$ cat src/rtl/cpu_pkg.sv
// Shared CPU-side definitions: bus widths, loader framing and state encoding.
// Imported by the loader, its interface and the memory-side blocks.
package cpu_pkg;

  localparam int         CPU_ADDR_W    = 8;
  localparam int         CPU_DATA_W    = 8;
  localparam logic [7:0] CPU_SYNC_BYTE = 8'hA5;

  typedef enum logic [2:0] {
    S_IDLE,
    S_SYNC,
    S_LEN,
    S_DATA,
    S_CSUM,
    S_DONE,
    S_ERR
  } ldr_state_t;

endpackage

$ cat src/rtl/prog_loader_if.sv
// Byte-stream handshake plus memory write port of the program loader.
// master = stream source / memory observer, slave = the loader itself.
interface prog_loader_if
  import cpu_pkg::*;
#(
  parameter int ADDR_W = CPU_ADDR_W,
  parameter int DATA_W = CPU_DATA_W
);

  logic              in_valid;
  logic [DATA_W-1:0] in_data;
  logic              in_ready;
  logic [ADDR_W-1:0] mem_addr;
  logic [DATA_W-1:0] mem_data;
  logic              mem_ena;
  logic              mem_write;

  modport master (
    output in_valid,
    output in_data,
    input  in_ready,
    input  mem_addr,
    input  mem_data,
    input  mem_ena,
    input  mem_write
  );

  modport slave (
    input  in_valid,
    input  in_data,
    output in_ready,
    output mem_addr,
    output mem_data,
    output mem_ena,
    output mem_write
  );

endinterface

$ cat src/rtl/prog_loader_csum.sv
// Modular byte-sum accumulator; kept separate so a readback block can reuse it.
// Clear has priority over add.
module loader_csum #(
  parameter int W = 8
) (
  input  logic         clk,
  input  logic         rst,
  input  logic         clr,
  input  logic         add,
  input  logic [W-1:0] din,
  output logic [W-1:0] sum
);

  always_ff @(posedge clk) begin
    if (rst || clr) begin
      sum <= '0;
    end else if (add) begin
      sum <= sum + din;
    end
  end

endmodule

$ cat src/rtl/prog_loader.sv
// Framed byte-stream program loader (sync, len, payload, checksum).
// Writes payload to memory and holds the core in reset until a good frame lands.
module prog_loader
  import cpu_pkg::*;
#(
  parameter int                ADDR_W    = CPU_ADDR_W,
  parameter int                DATA_W    = CPU_DATA_W,
  parameter logic [ADDR_W-1:0] LOAD_BASE = '0,
  parameter logic [DATA_W-1:0] SYNC_BYTE = DATA_W'(CPU_SYNC_BYTE)
) (
  input  logic         clk,
  input  logic         rst,
  input  logic         start,
  prog_loader_if.slave bus,
  output logic         core_hold,
  output logic         done,
  output logic         err
);

  ldr_state_t        state, state_n;
  logic [DATA_W:0]   cnt, cnt_n;
  logic [ADDR_W-1:0] addr, addr_n;
  logic [ADDR_W-1:0] wr_addr, wr_addr_n;
  logic [DATA_W-1:0] wr_data, wr_data_n;
  logic              wr_ena, wr_ena_n;
  logic              rdy, rdy_n;
  logic              done_n, err_n, hold_n;
  logic              csum_clr, csum_add;
  logic [DATA_W-1:0] csum, total;
  logic              accept;

  assign accept = bus.in_valid && rdy;
  assign total  = csum + bus.in_data;

  loader_csum #(.W(DATA_W)) u_csum (
    .clk (clk),
    .rst (rst),
    .clr (csum_clr),
    .add (csum_add),
    .din (bus.in_data),
    .sum (csum)
  );

  always_comb begin
    state_n   = state;
    cnt_n     = cnt;
    addr_n    = addr;
    wr_addr_n = wr_addr;
    wr_data_n = wr_data;
    wr_ena_n  = 1'b0;
    done_n    = done;
    err_n     = err;
    hold_n    = core_hold;
    csum_clr  = 1'b0;
    csum_add  = 1'b0;
    if (start) begin
      state_n = S_SYNC;
      done_n  = 1'b0;
      err_n   = 1'b0;
      hold_n  = 1'b1;
    end else if (accept) begin
      unique case (state)
        S_SYNC: begin
          if (bus.in_data == SYNC_BYTE) state_n = S_LEN;
        end
        S_LEN: begin
          // a zero length byte encodes a full 2^DATA_W payload
          cnt_n    = {(bus.in_data == '0), bus.in_data};
          addr_n   = LOAD_BASE;
          csum_clr = 1'b1;
          state_n  = S_DATA;
        end
        S_DATA: begin
          wr_ena_n  = 1'b1;
          wr_addr_n = addr;
          wr_data_n = bus.in_data;
          addr_n    = addr + 1'b1;
          csum_add  = 1'b1;
          cnt_n     = cnt - 1'b1;
          if (cnt == (DATA_W+1)'(1)) state_n = S_CSUM;
        end
        S_CSUM: begin
          if (total == '0) begin
            state_n = S_DONE;
            done_n  = 1'b1;
            hold_n  = 1'b0;
          end else begin
            state_n = S_ERR;
            err_n   = 1'b1;
            hold_n  = 1'b1;
          end
        end
        S_IDLE, S_DONE, S_ERR: ;
        default: ;
      endcase
    end
    rdy_n = state_n inside {S_SYNC, S_LEN, S_DATA, S_CSUM};
  end

  always_ff @(posedge clk) begin
    if (rst) begin
      state     <= S_IDLE;
      cnt       <= '0;
      addr      <= '0;
      wr_addr   <= '0;
      wr_data   <= '0;
      wr_ena    <= 1'b0;
      rdy       <= 1'b0;
      done      <= 1'b0;
      err       <= 1'b0;
      core_hold <= 1'b1;
    end else begin
      state     <= state_n;
      cnt       <= cnt_n;
      addr      <= addr_n;
      wr_addr   <= wr_addr_n;
      wr_data   <= wr_data_n;
      wr_ena    <= wr_ena_n;
      rdy       <= rdy_n;
      done      <= done_n;
      err       <= err_n;
      core_hold <= hold_n;
    end
  end

  assign bus.in_ready  = rdy;
  assign bus.mem_addr  = wr_addr;
  assign bus.mem_data  = wr_data;
  assign bus.mem_ena   = wr_ena;
  assign bus.mem_write = wr_ena;

endmodule

$ cat src/flat_wrapper.sv
// flat-port wrapper written by rule: the top's interface ports become plain ports
module prog_loader_flat import cpu_pkg::*;
#(
  parameter int                ADDR_W    = CPU_ADDR_W,
  parameter int                DATA_W    = CPU_DATA_W,
  parameter logic [ADDR_W-1:0] LOAD_BASE = '0,
  parameter logic [DATA_W-1:0] SYNC_BYTE = DATA_W'(CPU_SYNC_BYTE)
)
  (clk, rst, start, core_hold, done, err, bus_in_valid, bus_in_data, bus_in_ready, bus_mem_addr, bus_mem_data, bus_mem_ena, bus_mem_write);
  prog_loader_if #(.ADDR_W(ADDR_W), .DATA_W(DATA_W)) bus_i ();
  input  logic clk;
  input  logic rst;
  input  logic start;
  output logic core_hold;
  output logic done;
  output logic err;
  input wire logic [$bits(bus_i.in_valid)-1:0] bus_in_valid;
  input wire logic [$bits(bus_i.in_data)-1:0] bus_in_data;
  output wire logic [$bits(bus_i.in_ready)-1:0] bus_in_ready;
  output wire logic [$bits(bus_i.mem_addr)-1:0] bus_mem_addr;
  output wire logic [$bits(bus_i.mem_data)-1:0] bus_mem_data;
  output wire logic [$bits(bus_i.mem_ena)-1:0] bus_mem_ena;
  output wire logic [$bits(bus_i.mem_write)-1:0] bus_mem_write;
  assign bus_i.in_valid = bus_in_valid;
  assign bus_i.in_data = bus_in_data;
  assign bus_in_ready = bus_i.in_ready;
  assign bus_mem_addr = bus_i.mem_addr;
  assign bus_mem_data = bus_i.mem_data;
  assign bus_mem_ena = bus_i.mem_ena;
  assign bus_mem_write = bus_i.mem_write;
  prog_loader #(.ADDR_W(ADDR_W), .DATA_W(DATA_W), .LOAD_BASE(LOAD_BASE), .SYNC_BYTE(SYNC_BYTE)) u_core (.clk(clk), .rst(rst), .start(start), .bus(bus_i), .core_hold(core_hold), .done(done), .err(err));
endmodule
$ cat config.mk
export PLATFORM = sky130hd
export DESIGN_NAME = prog_loader_flat
export DESIGN_NICKNAME = d
export VERILOG_FILES = /design/src/rtl/cpu_pkg.sv /design/src/rtl/prog_loader_if.sv /design/src/rtl/prog_loader_csum.sv /design/src/rtl/prog_loader.sv /design/src/flat_wrapper.sv
export SDC_FILE = /design/constraint.sdc
export NUM_CORES = 1
export LEC_CHECK = 0
export BUFFER_PORTS_ARGS = -buffer_cell sky130_fd_sc_hd__buf_2
export CORE_UTILIZATION = 25
export CTS_CLUSTER_SIZE = 12
export DETAILED_ROUTE_END_ITERATION = 10
export PLACE_DENSITY = 0.45
export SLEW_MARGIN = 20
export SYNTH_ARGS = -nofsm -noshare
export SYNTH_HDL_FRONTEND = slang
export SYNTH_SLANG_ARGS = --single-unit
export TNS_END_PERCENT = 30
$ cat constraint.sdc
create_clock -name clk -period 5.8 [get_ports clk]
set_clock_uncertainty 0.1 [all_clocks]
set_input_delay 0.58 -clock clk [delete_from_list [all_inputs] [get_ports clk]]
set_output_delay 0.58 -clock clk [all_outputs]
set_load 0.03 [all_outputs]
==> run_summary.xml <==
<?xml version="1.0" encoding="UTF-8"?>
<metrics>
  <group name="final_layout">
    <metric name="layoutNonFillerInstCount" unit="">477</metric>
    <metric name="finish.instance_area" unit="um2">2880</metric>
    <metric name="synthToLayoutAreaGrowth" unit="%">14.2</metric>
    <metric name="final.fill_count" unit="">1104</metric>
    <metric name="antenna_cells" unit="">0</metric>
    <metric name="final_cell_mix" unit="">sky130_fd_sc_hd__nand2_1, sky130_fd_sc_hd__dfxtp_1, sky130_fd_sc_hd__nor2_1</metric>
    <metric name="final_common_cell" unit="">sky130_fd_sc_hd__nand2_1</metric>
    <metric name="share_of_cells_above_drive_strength_1" unit="%">14.0</metric>
    <metric name="nNetsFinal" unit="">366</metric>
  </group>
  <group name="synth">
    <metric name="synth_edf_count" unit="">0</metric>
    <metric name="syn-mean-instance-area" unit="um2">7.94</metric>
    <metric name="yosysSeqAreaShare" unit="%">38.9</metric>
    <metric name="syn_inst" unit="">318</metric>
    <metric name="synth_cell_type_count" unit="">56</metric>
    <metric name="synth_flop_cell" unit="">sky130_fd_sc_hd__dfxtp_1</metric>
    <metric name="yosysWarningCount" unit="">0</metric>
    <metric name="synth_area" unit="um2">2520</metric>
    <metric name="synthArstFlopShare" unit="%">0</metric>
    <metric name="syn_nets" unit="">341</metric>
    <metric name="ys_ff_latch" unit="">49</metric>
  </group>
  <group name="routing">
    <metric name="drtAntennaViolNets" unit="">0</metric>
    <metric name="route.detailed.vias_per_inst" unit="">4.77</metric>
    <metric name="first_pass_iters" unit="">4</metric>
    <metric name="wl_per_cell" unit="um">13.8</metric>
    <metric name="detailroute.via_count" unit="">2273</metric>
    <metric name="final_wl" unit="um">6600</metric>
    <metric name="detailedRoute.firstIterationViolations" unit="">119</metric>
    <metric name="drc_errors" unit="">0</metric>
  </group>
  <group name="power_and_ir_drop">
    <metric name="finalPower" unit="mW">0.596</metric>
    <metric name="ir_worst_vdd" unit="mV">0.0841</metric>
    <metric name="seq_power_share" unit="%">57.3</metric>
    <metric name="proportion_of_power_drawn_by_the_clock_network" unit="%">35.3</metric>
    <metric name="p_leak" unit="nW">1.08</metric>
    <metric name="power.share.combinational" unit="%">7.4</metric>
    <metric name="cellInternalPower" unit="mW">0.439</metric>
    <metric name="p_switching" unit="mW">0.157</metric>
    <metric name="power.density_cell_area" unit="nW/um2">207</metric>
    <metric name="power.share.switching" unit="%">26.3</metric>
  </group>
  <group name="placed_design">
    <metric name="post-dp-hpwl" unit="um">4730</metric>
    <metric name="gpl.final_weighted_congestion" unit="">0.820</metric>
    <metric name="placed_cells" unit="">469</metric>
    <metric name="number_of_i_o_port_buffers" unit="">33</metric>
    <metric name="pre_cts_slack" unit="ns">2.83</metric>
    <metric name="detailed_place.area" unit="um2">2800</metric>
  </group>
  <group name="run">
    <metric name="cap_viol_max_count" unit="">0</metric>
  </group>
  <group name="sta">
    <metric name="relSlewSlack" unit="%">41.4</metric>
    <metric name="final_min_period_over_clock_period" unit="%">46.7</metric>
    <metric name="postLayoutSetupSlackWorst" unit="ns">3.09</metric>
    <metric name="worst_pin_slew" unit="ns">0.876</metric>
    <metric name="finalSetupViolations" unit="">0</metric>
    <metric name="final.min_clock_period" unit="ns">2.71</metric>
    <metric name="hold_violations" unit="">0</metric>
    <metric name="drv_slew" unit="">0</metric>
    <metric name="finalSetupTns" unit="ns">0</metric>
    <metric name="fmaxAchievable" unit="MHz">369</metric>
    <metric name="grt_setup_unrepaired" unit="">false</metric>
  </group>
  <group name="worst_setup_path">
    <metric name="timing.critical_path.fanout_max" unit="">22</metric>
    <metric name="crit_path_start_kind" unit="">flop</metric>
    <metric name="worstSetupPathType" unit="">reg2reg</metric>
    <metric name="timing.critical_path.slowest_cell_delay" unit="ns">0.70</metric>
    <metric name="critical_path_data_arrival_time" unit="ns">2.86</metric>
    <metric name="setup.worst_path.end_class" unit="">flop</metric>
    <metric name="data_required_time_of_the_worst_path" unit="ns">5.95</metric>
    <metric name="timing.critical_path.max_delay_family" unit="">simple AND/OR/NAND/NOR gates</metric>
    <metric name="path_common_cell" unit="">sky130_fd_sc_hd__nor2_1</metric>
    <metric name="critPathBufInv" unit="">0</metric>
    <metric name="cpMaxStageDelayCell" unit="">sky130_fd_sc_hd__nor2_1</metric>
    <metric name="cp_cell_sequence" unit="">nand4b_1 &gt; nor2_1 &gt; nand2_1 &gt; nor2_1 &gt; a22oi_1 &gt; nor2_1</metric>
  </group>
  <group name="die">
    <metric name="chipHeight" unit="um">102</metric>
    <metric name="placeableCoreArea" unit="um2">9770</metric>
    <metric name="ioPinCount" unit="">34</metric>
    <metric name="initial_utilization" unit="%">25.8</metric>
    <metric name="die_width" unit="um">102</metric>
    <metric name="design.die.area" unit="um2">10500</metric>
    <metric name="rows" unit="">36</metric>
  </group>
  <group name="global_routing">
    <metric name="antenna_found_initial" unit="">0</metric>
    <metric name="globalRoute.totalOverflow" unit="">0</metric>
    <metric name="globalRouteTotalUtil" unit="%">13.2</metric>
    <metric name="grt_pass1_vias" unit="">2050</metric>
    <metric name="largest_net_degree_at_the_start_of_global_routing" unit="">38</metric>
    <metric name="grt_pass1_wl" unit="um">10600</metric>
  </group>
  <group name="clocking">
    <metric name="cts-htree-levels" unit="">2</metric>
    <metric name="hold_buffers" unit="">0</metric>
    <metric name="ctsResizeCount" unit="">0</metric>
    <metric name="clockBufferDepth" unit="">2</metric>
    <metric name="clkSlewWorstSetupHoldPaths" unit="ns">0.10</metric>
    <metric name="number_of_cts_inserted_buffers" unit="">5</metric>
    <metric name="tritoncts" unit="">done</metric>
    <metric name="clkLatencyLatePin" unit="ns">0.31</metric>
    <metric name="cts_setup_buffers" unit="">0</metric>
    <metric name="cts_sinks" unit="">49</metric>
    <metric name="ctsRootBufferMaster" unit="">sky130_fd_sc_hd__clkbuf_8</metric>
  </group>
  <group name="run_status">
    <metric name="outcome" unit="">finished clean</metric>
  </group>
  <group name="hold_path">
    <metric name="hold_path_class" unit="">reg2reg</metric>
  </group>
</metrics>
-- cell usage after synthesis (3+ instances only) --
master | number | area share [%]
sky130_fd_sc_hd__clkbuf_1 | 11 | 1.6
sky130_fd_sc_hd__nand4_1 | 4 | 0.99
sky130_fd_sc_hd__a21oi_1 | 36 | 7.1
sky130_fd_sc_hd__nand2_1 | 50 | 7.4
sky130_fd_sc_hd__nand2b_1 | 5 | 1.2
sky130_fd_sc_hd__o22ai_1 | 3 | 0.74
sky130_fd_sc_hd__xor2_1 | 8 | 2.8
sky130_fd_sc_hd__o21ai_0 | 9 | 1.8
sky130_fd_sc_hd__a22oi_1 | 5 | 1.5
sky130_fd_sc_hd__xnor2_1 | 4 | 1.4
sky130_fd_sc_hd__dfxtp_1 | 49 | 39
sky130_fd_sc_hd__inv_1 | 9 | 1.3
sky130_fd_sc_hd__a31oi_1 | 4 | 0.99
sky130_fd_sc_hd__nand3_1 | 5 | 0.99
sky130_fd_sc_hd__buf_2 | 3 | 0.59
sky130_fd_sc_hd__a21o_1 | 3 | 0.89
sky130_fd_sc_hd__ha_1 | 10 | 5.0
sky130_fd_sc_hd__nor3_1 | 7 | 1.4
sky130_fd_sc_hd__nor2_1 | 45 | 6.7
-- kinds of logic after synthesis --
| family | count (synthesis) | share of synthesized area [%] |
|---|---|---|
| AOI/OAI and AO/OA | 87 | 22.6 |
| xor gates and xnor gates | 12 | 4.16 |
| adders and majority gates | 11 | 5.75 |
| buffers and inverters | 25 | 4.01 |
| DFF | 49 | 38.9 |
| muxes | 1 | 0.396 |
| and+or+nand+nor | 133 | 24.2 |
-- worst min-delay path: cells and delay by family, from the launching register on --
| family | cells | cell delay (ns) |
|---|---|---|
| AOI/OAI and AO/OA | 1 | 0.05 |
| DFF | 1 | 0.32 |
| and+or+nand+nor | 1 | 0.05 |
-- path summary, 6_finish.rpt --
path / start / to / slack (ns) / cells past startpoint
min reg2reg: u_core.bus.mem_data[5]$_SDFFE_PP0P_ / u_core.bus.mem_data[5]$_SDFFE_PP0P_ / 0.36 / 2
min: u_core.bus.mem_data[5]$_SDFFE_PP0P_ / u_core.bus.mem_data[5]$_SDFFE_PP0P_ / 0.36 / 2
max reg2reg: u_core.state[1]$_SDFF_PP0_ / u_core.u_csum.sum[7]$_SDFFE_PP0P_ / 3.09 / 6
max: u_core.state[1]$_SDFF_PP0_ / u_core.u_csum.sum[7]$_SDFFE_PP0P_ / 3.09 / 6
-- metal layers --
metal	vias to the layer above	track usage (%)	wire [um]
met5	-	0	0
met4	0	4.29	91
met3	9	2.37	152
met2	28	21.3	3110
met1	1072	17.9	3250
li1	1164	-	-
-- through the flow --
| stage | hold slack (ns) | utilization [%] |
|---|---|---|
| 3_3_place_gp | 0.335 | 28.6 |
| 5_1_grt | 0.377 | 29.5 |
| 2_1_floorplan | 0.340 | - |
| 4_1_cts | 0.358 | 29.5 |
| 6_report | 0.357 | 29.5 |
| 3_5_place_dp | 0.344 | 28.6 |
-- cell type report --
class,instances,area [um2],area share [%]
multi-input combinational,244,1440,50.0
clock inverter,2,13.8,0.477
clock buffer,6,72.6,2.52
timing repair buffer,34,173,5.99
inverter,9,33.8,1.17
tap,133,166,5.77
sequential,49,981,34.0
-- flip-flops by register name, indices dropped and copies added, names as in the netlist --
| signal | flops |
|---|---|
| u_core.cnt | 9 |
| u_core.addr | 8 |
| u_core.bus.mem_addr | 8 |
| u_core.bus.mem_data | 8 |
| u_core.u_csum.sum | 8 |
| u_core.state | 3 |
| u_core.bus.in_ready | 1 |
| u_core.bus.mem_ena | 1 |
| u_core.core_hold | 1 |
| u_core.done | 1 |
| u_core.err | 1 |
-- power by group through the flow --
stage,Sequential (mW),Clock [mW],Combinational (mW)
2_1_floorplan,0.348,0,0.0280
3_3_place_gp,0.349,0,0.0446
3_5_place_dp,0.349,0,0.0443
4_1_cts,0.341,0.220,0.0445
5_1_grt,0.342,0.232,0.0492
6_report,0.341,0.210,0.0442
Power figures use the tool's default switching activity.
